[src/rtl/ps2_ascii_decoder_pkg.sv]
// Shared scan-code set 2 constants, ASCII constants and FSM state type
// for the PS/2 to ASCII decoder.
package ps2_ascii_decoder_pkg;

   localparam logic [7:0] SC_BREAK  = 8'hF0;
   localparam logic [7:0] SC_EXT    = 8'hE0;
   localparam logic [7:0] SC_LSHIFT = 8'h12;
   localparam logic [7:0] SC_RSHIFT = 8'h59;
   localparam logic [7:0] SC_CAPS   = 8'h58;
   localparam logic [7:0] SC_ENTER  = 8'h5A;
   localparam logic [7:0] SC_BKSP   = 8'h66;
   localparam logic [7:0] SC_SPACE  = 8'h29;

   localparam logic [7:0] ASCII_BS    = 8'h08;
   localparam logic [7:0] ASCII_SPACE = 8'h20;

   typedef enum logic [1:0] {
      ST_IDLE    = 2'd0,
      ST_EXT     = 2'd1,
      ST_BRK     = 2'd2,
      ST_EXT_BRK = 2'd3
   } state_e;

   function automatic logic [7:0] letter_ascii(input logic [4:0] idx, input logic upper);
      return (upper ? 8'h41 : 8'h61) + {3'b000, idx};
   endfunction

endpackage

[src/rtl/ps2_ascii_decoder_if.sv]
// Scan-byte input and character output bundle of the PS/2 ASCII decoder.
interface ps2_ascii_decoder_if;
   logic [7:0] scan_code;
   logic       scan_valid;
   logic [7:0] data_out;
   logic       next;
   logic       done;
   logic       caps_state;

   modport master (
      output scan_code, scan_valid,
      input  data_out, next, done, caps_state
   );

   modport slave (
      input  scan_code, scan_valid,
      output data_out, next, done, caps_state
   );
endinterface

[src/rtl/ps2_ascii_decoder_scancode_lut.sv]
// Combinational set-2 make code to ASCII lookup for letters, digits,
// space and (optionally) backspace.
module scancode_lut
   import ps2_ascii_decoder_pkg::*;
#(
   parameter bit EMIT_BACKSPACE = 1'b1
) (
   input  logic [7:0] code,
   input  logic       upper,
   output logic [7:0] ascii,
   output logic       is_char
);

   // Index 31 / 15 mark "not a letter" / "not a digit".
   logic [4:0] letter_idx;
   logic [3:0] digit_idx;

   always_comb begin
      letter_idx = 5'd31;
      case (code)
         8'h1C: letter_idx = 5'd0;   8'h32: letter_idx = 5'd1;
         8'h21: letter_idx = 5'd2;   8'h23: letter_idx = 5'd3;
         8'h24: letter_idx = 5'd4;   8'h2B: letter_idx = 5'd5;
         8'h34: letter_idx = 5'd6;   8'h33: letter_idx = 5'd7;
         8'h43: letter_idx = 5'd8;   8'h3B: letter_idx = 5'd9;
         8'h42: letter_idx = 5'd10;  8'h4B: letter_idx = 5'd11;
         8'h3A: letter_idx = 5'd12;  8'h31: letter_idx = 5'd13;
         8'h44: letter_idx = 5'd14;  8'h4D: letter_idx = 5'd15;
         8'h15: letter_idx = 5'd16;  8'h2D: letter_idx = 5'd17;
         8'h1B: letter_idx = 5'd18;  8'h2C: letter_idx = 5'd19;
         8'h3C: letter_idx = 5'd20;  8'h2A: letter_idx = 5'd21;
         8'h1D: letter_idx = 5'd22;  8'h22: letter_idx = 5'd23;
         8'h35: letter_idx = 5'd24;  8'h1A: letter_idx = 5'd25;
         default: letter_idx = 5'd31;
      endcase
   end

   always_comb begin
      digit_idx = 4'd15;
      case (code)
         8'h45: digit_idx = 4'd0;  8'h16: digit_idx = 4'd1;
         8'h1E: digit_idx = 4'd2;  8'h26: digit_idx = 4'd3;
         8'h25: digit_idx = 4'd4;  8'h2E: digit_idx = 4'd5;
         8'h36: digit_idx = 4'd6;  8'h3D: digit_idx = 4'd7;
         8'h3E: digit_idx = 4'd8;  8'h46: digit_idx = 4'd9;
         default: digit_idx = 4'd15;
      endcase
   end

   always_comb begin
      ascii   = '0;
      is_char = 1'b0;
      if (letter_idx != 5'd31) begin
         ascii   = letter_ascii(letter_idx, upper);
         is_char = 1'b1;
      end else if (digit_idx != 4'd15) begin
         ascii   = 8'h30 + {4'b0000, digit_idx};
         is_char = 1'b1;
      end else if (code == SC_SPACE) begin
         ascii   = ASCII_SPACE;
         is_char = 1'b1;
      end else if (EMIT_BACKSPACE && code == SC_BKSP) begin
         ascii   = ASCII_BS;
         is_char = 1'b1;
      end
   end

endmodule

[src/rtl/ps2_ascii_decoder.sv]
// PS/2 set-2 scan-byte to ASCII decoder: prefix FSM, shift/caps tracking
// and registered character/enter strobes.
module ps2_ascii_decoder
   import ps2_ascii_decoder_pkg::*;
#(
   parameter bit CAPS_ENABLE    = 1'b1,
   parameter bit EMIT_BACKSPACE = 1'b1
) (
   input  logic                Clk,
   input  logic                Reset,
   ps2_ascii_decoder_if.slave  bus
);

   state_e     state_q, state_d;
   logic       lshift_q, lshift_d;
   logic       rshift_q, rshift_d;
   logic       caps_q, caps_d;
   logic [7:0] data_out_q, data_out_d;
   logic       next_q, next_d;
   logic       done_q, done_d;

   logic [7:0] lut_ascii;
   logic       lut_is_char;

   scancode_lut #(
      .EMIT_BACKSPACE (EMIT_BACKSPACE)
   ) u_lut (
      .code    (bus.scan_code),
      .upper   ((lshift_q | rshift_q) ^ caps_q),
      .ascii   (lut_ascii),
      .is_char (lut_is_char)
   );

   always_comb begin
      state_d    = state_q;
      lshift_d   = lshift_q;
      rshift_d   = rshift_q;
      caps_d     = caps_q;
      data_out_d = data_out_q;
      next_d     = 1'b0;
      done_d     = 1'b0;
      if (bus.scan_valid) begin
         case (state_q)
            ST_IDLE: begin
               if (bus.scan_code == SC_EXT) begin
                  state_d = ST_EXT;
               end else if (bus.scan_code == SC_BREAK) begin
                  state_d = ST_BRK;
               end else if (bus.scan_code == SC_LSHIFT) begin
                  lshift_d = 1'b1;
               end else if (bus.scan_code == SC_RSHIFT) begin
                  rshift_d = 1'b1;
               end else if (bus.scan_code == SC_CAPS) begin
                  if (CAPS_ENABLE) caps_d = ~caps_q;
               end else if (bus.scan_code == SC_ENTER) begin
                  done_d = 1'b1;
               end else if (lut_is_char) begin
                  data_out_d = lut_ascii;
                  next_d     = 1'b1;
               end
            end
            ST_EXT: begin
               if (bus.scan_code == SC_BREAK) begin
                  state_d = ST_EXT_BRK;
               end else begin
                  done_d  = (bus.scan_code == SC_ENTER);
                  state_d = ST_IDLE;
               end
            end
            ST_BRK: begin
               if (bus.scan_code == SC_LSHIFT) lshift_d = 1'b0;
               if (bus.scan_code == SC_RSHIFT) rshift_d = 1'b0;
               state_d = ST_IDLE;
            end
            default: state_d = ST_IDLE;
         endcase
      end
   end

   always_ff @(posedge Clk) begin
      if (Reset) begin
         state_q    <= ST_IDLE;
         lshift_q   <= 1'b0;
         rshift_q   <= 1'b0;
         caps_q     <= 1'b0;
         data_out_q <= '0;
         next_q     <= 1'b0;
         done_q     <= 1'b0;
      end else begin
         state_q    <= state_d;
         lshift_q   <= lshift_d;
         rshift_q   <= rshift_d;
         caps_q     <= caps_d;
         data_out_q <= data_out_d;
         next_q     <= next_d;
         done_q     <= done_d;
      end
   end

   assign bus.data_out   = data_out_q;
   assign bus.next       = next_q;
   assign bus.done       = done_q;
   assign bus.caps_state = caps_q;

endmodule

[src/flat_wrapper.sv]
// flat-port wrapper written by rule: the top's interface ports become plain ports
module ps2_ascii_decoder_flat import ps2_ascii_decoder_pkg::*;
#(
   parameter bit CAPS_ENABLE    = 1'b1,
   parameter bit EMIT_BACKSPACE = 1'b1
)
  (Clk, Reset, bus_scan_code, bus_scan_valid, bus_data_out, bus_next, bus_done, bus_caps_state);
  ps2_ascii_decoder_if bus_i ();
  input  logic Clk;
  input  logic Reset;
  input wire logic [$bits(bus_i.scan_code)-1:0] bus_scan_code;
  input wire logic [$bits(bus_i.scan_valid)-1:0] bus_scan_valid;
  output wire logic [$bits(bus_i.data_out)-1:0] bus_data_out;
  output wire logic [$bits(bus_i.next)-1:0] bus_next;
  output wire logic [$bits(bus_i.done)-1:0] bus_done;
  output wire logic [$bits(bus_i.caps_state)-1:0] bus_caps_state;
  assign bus_i.scan_code = bus_scan_code;
  assign bus_i.scan_valid = bus_scan_valid;
  assign bus_data_out = bus_i.data_out;
  assign bus_next = bus_i.next;
  assign bus_done = bus_i.done;
  assign bus_caps_state = bus_i.caps_state;
  ps2_ascii_decoder #(.CAPS_ENABLE(CAPS_ENABLE), .EMIT_BACKSPACE(EMIT_BACKSPACE)) u_core (.Clk(Clk), .Reset(Reset), .bus(bus_i));
endmodule
[config.mk]
export PLATFORM = sky130hd
export DESIGN_NAME = ps2_ascii_decoder_flat
export DESIGN_NICKNAME = d
export VERILOG_FILES = /design/src/rtl/ps2_ascii_decoder_pkg.sv /design/src/rtl/ps2_ascii_decoder_if.sv /design/src/rtl/ps2_ascii_decoder_scancode_lut.sv /design/src/rtl/ps2_ascii_decoder.sv /design/src/flat_wrapper.sv
export SDC_FILE = /design/constraint.sdc
export NUM_CORES = 1
export LEC_CHECK = 0
export ABC_AREA = 1
export CAP_MARGIN = 20
export CORE_MARGIN = 2
export CORE_UTILIZATION = 55
export CTS_CLUSTER_SIZE = 28
export DETAILED_ROUTE_END_ITERATION = 12
export PLACE_DENSITY_LB_ADDON = 0.25
export SLEW_MARGIN = 0
export SYNTH_ARGS = -nofsm -noshare
export SYNTH_HDL_FRONTEND = slang
export SYNTH_SLANG_ARGS = --single-unit
[constraint.sdc]
create_clock -name Clk -period 4.6 [get_ports Clk]
set_input_delay 1.15 -clock Clk [delete_from_list [all_inputs] [get_ports Clk]]
set_output_delay 1.15 -clock Clk [all_outputs]
set_load 0.02 [all_outputs]
==> results.toml <==
[setup_path]
worstRegToRegCells = 10
endpoint_arrival_time_on_the_critical_path_ns = 4.32
rr_endpoint = "u_core.bus.data_out[6]"
reg2reg_slack_ns = 3.05
setup.worst_path.end_class = "flip-flop"
r2r_start = "u_core.state_q[0]"
setup.worst_path.class = "in -> reg"
worst_setup_path_endpoint = "u_core.bus.data_out[6]"
worst-endpoint-required_ns = 4.84
cp_launch_point = "bus_scan_code[1]"
worst-path-max-fanout = 10
critical_path.startpoint_type = "input pin"

[floorplan]
design.die.area_um2 = 3450
initial_utilization_pct = 58.7
die_x_um = 58.7
io_pins = 22
core-area_um2 = 2810
core.rowCount = 19
die_height_um = 58.7

[finish]
fillCellCount = 264
nets = 334
layout-drive-gt1-share_pct = 9.62
num_antenna_cells = 0
final_design_area_no_fill_um2 = 1920
area.growth.synth_to_final_pct = 16.7
layout_commonest_cell = "sky130_fd_sc_hd__nand2_1"
final_cell_mix = "sky130_fd_sc_hd__nand2_1 (82), sky130_fd_sc_hd__nor2_1 (38), sky130_fd_sc_hd__inv_1 (37)"

[clocking]
clock_tree.htree_level_count = 1
clock_latency_late_sink_ns = 0.29
cts_max_path_buffers = 2
post-cts-setup-buffer-count = 0
clk_transition_reported_paths_ns = 0.09
cts_repair_resize_count = 0
cts_buffer_count = 3
clock_sinks = 15
clock-root-buffer = "sky130_fd_sc_hd__clkbuf_4"
post_cts_hold_buffers = 0
tritoncts = "done"

[detailed_routing]
drtPass1Iterations = 11
routed_wire_length_per_instance_um = 11.5
num_vias = 1884
routed_via_density = 5.49
detailedRoute.firstIterationViolations = 133
drc = 1
route.antenna.remaining_nets = 0
route.final.wire_length_mm = 3.95

[synth]
mappedNetlistNets = 307
post_synthesis_sequential_area_ratio_pct = 18.2
synthesis.yosys.warnings = 0
post_synth_instance_area_um2 = 1650
syn_avg_cell_area_um2 = 5.76
synth.distinct_cells = 33
synth.ff_latch_count = 15
synthCells = 286

[job]
maxCapViolations = 0

[pwr]
vdd_drop_max_mv = 0.273
clockPowerShare_pct = 18.9
pwr-share-comb_pct = 43.8
sequentialPowerShare_pct = 37.2
switchingPower_uw = 155
netSwitchingFraction_pct = 38.8
p_leak_uw = 0.000962
power_density_nw_per_um2 = 208
internal_power_uw = 245

[hold_path]
hold_path_class = "reg -> reg"
timing.hold.worst.start = "u_core.lshift_q"

[global_routing]
overflow = 0
grt_pass1_wl_mm = 6.65
grt_util_all_layers_pct = 24.6
grt_max_degree = 13
first_global_vias = 1597
antenna_found_initial = 0

[timing]
final_hold_viol_count = 0
fmax_ghz = 0.245
timing.slew.headroom_pct = 73.3
fin_skew_ns = 0.00819
max_slew.worst_pin.slew_ns = 0.400
final.min_clock_period_ns = 4.08
unrepaired_setup_endpoints_after_global_routing = "false"
final_period_util_pct = 88.7
pins_over_their_slew_limit = 0
finalSetupViolCount = 0
holdWs_ns = 0.457
timing.setup.tns_ns = 0

[outcome]
violations_in_the_final_reports = "design-rule violations"
outcome = "finished with violations"

[placed_design]
finalWeightedCongestion = 0.928
dp.final_hpwl_mm = 3.25
placement.cell_area_um2 = 1900
numPortBuffers = 21
area by class of cell:
type                       instances  area, um^2  share of cell area [%]
clock buffer                       4        26.3                    1.37
multi-input combinational        222        1140                    59.1
timing repair buffer              26         248                    12.9
sequential                        15         300                    15.6
tap                               31        38.8                    2.02
inverter                          45         173                    8.98
kinds of logic after synthesis:
group / synth area share, %
adder cells (fa/ha/maj): 7.59
flip-flops: 18.2
AO/OA/AOI/OAI: 12.5
AND/OR/NAND/NOR: 48.4
XOR/XNOR: 0.532
buffers and inverters: 12.8
sequential cells by signal, summed over array words and instances, names as in the netlist:
register and flops:
u_core.bus.data_out 8, u_core.state_q 2, u_core.bus.caps_state 1, u_core.bus.done 1, u_core.bus.next 1, u_core.lshift_q 1, u_core.rshift_q 1
metrics by stage:
stage	setup WS [ns]	utilization (%)	power, uW	std cells
finish	0.521	68.6	400	343
global route	0.150	68.6	431	343
CTS	0.563	68.6	402	343
detailed placement	0.290	67.6	326	339
global placement	0.389	67.6	323	339
floorplan	1.04	-	269	286
cell usage after synthesis (all sizes together):
master | instances | area [um^2]
or3 | 1 | 6.26
nor2 | 44 | 190
nor3 | 12 | 70.1
o21ai | 16 | 91.3
or2 | 1 | 6.26
nor3b | 1 | 7.51
inv | 44 | 168
buf | 4 | 37.5
nand2 | 85 | 332
nand4 | 4 | 40.0
a21oi | 12 | 60.1
dfxtp | 15 | 300
o211ai | 2 | 15.0
xor2 | 1 | 8.76
a211oi | 2 | 15.0
nand3 | 27 | 140
a31oi | 1 | 6.26
o211a | 1 | 10.0
clkinv | 1 | 5.00
ha | 10 | 125
nor4 | 1 | 6.26
o21bai | 1 | 7.51
power by group through the flow:
stage | logic, uW | clock network, uW | registers, uW
floorplan | 105 | 0 | 164
global placement | 171 | 0 | 152
detailed placement | 173 | 0 | 152
CTS | 174 | 78.2 | 149
global route | 196 | 83.9 | 151
finish | 176 | 75.8 | 149
layer usage:
layer / GRT usage [%] / vias up / share of wire, %
li1: - / 973 / -
met4: 3.90 / 0 / 1.5
met2: 41.9 / 69 / 46
met3: 5.05 / 10 / 7.8
met1: 32.4 / 832 / 45
met5: 0 / - / 0
worst max-delay path, stage by stage:
cell and delay, ns:
sky130_fd_sc_hd__clkdlybuf4s50_1 0.57, sky130_fd_sc_hd__inv_1 0.16, sky130_fd_sc_hd__ha_1 0.28, sky130_fd_sc_hd__nand2_2 0.13, sky130_fd_sc_hd__a21oi_1 0.11, sky130_fd_sc_hd__nand2_1 0.07, sky130_fd_sc_hd__nand2_1 0.05, sky130_fd_sc_hd__nand2_1 0.09
sky130_fd_sc_hd__nor2_1 0.05, sky130_fd_sc_hd__nor2_1 0.13, sky130_fd_sc_hd__ha_1 0.18, sky130_fd_sc_hd__nand3_1 0.12, sky130_fd_sc_hd__nor2_1 0.12, sky130_fd_sc_hd__ha_1 0.25, sky130_fd_sc_hd__inv_1 0.09, sky130_fd_sc_hd__a31oi_1 0.22
sky130_fd_sc_hd__nand3_2 0.13, sky130_fd_sc_hd__nand2_4 0.13, sky130_fd_sc_hd__inv_4 0.06, sky130_fd_sc_hd__nand2_1 0.07, sky130_fd_sc_hd__nand2_1 0.07, sky130_fd_sc_hd__nor2_1 0.08
worst min path at each step:
stage	cells past startpoint	slack, ns	to
6_report	2	0.46	u_core.lshift_q
5_1_grt	2	0.48	u_core.lshift_q
4_1_cts	2	0.46	u_core.lshift_q
3_5_place_dp	2	0.45	u_core.lshift_q
3_3_place_gp	2	0.44	u_core.lshift_q
2_1_floorplan	2	0.42	u_core.lshift_q
No activity file was read; power rests on OpenSTA's default activity.
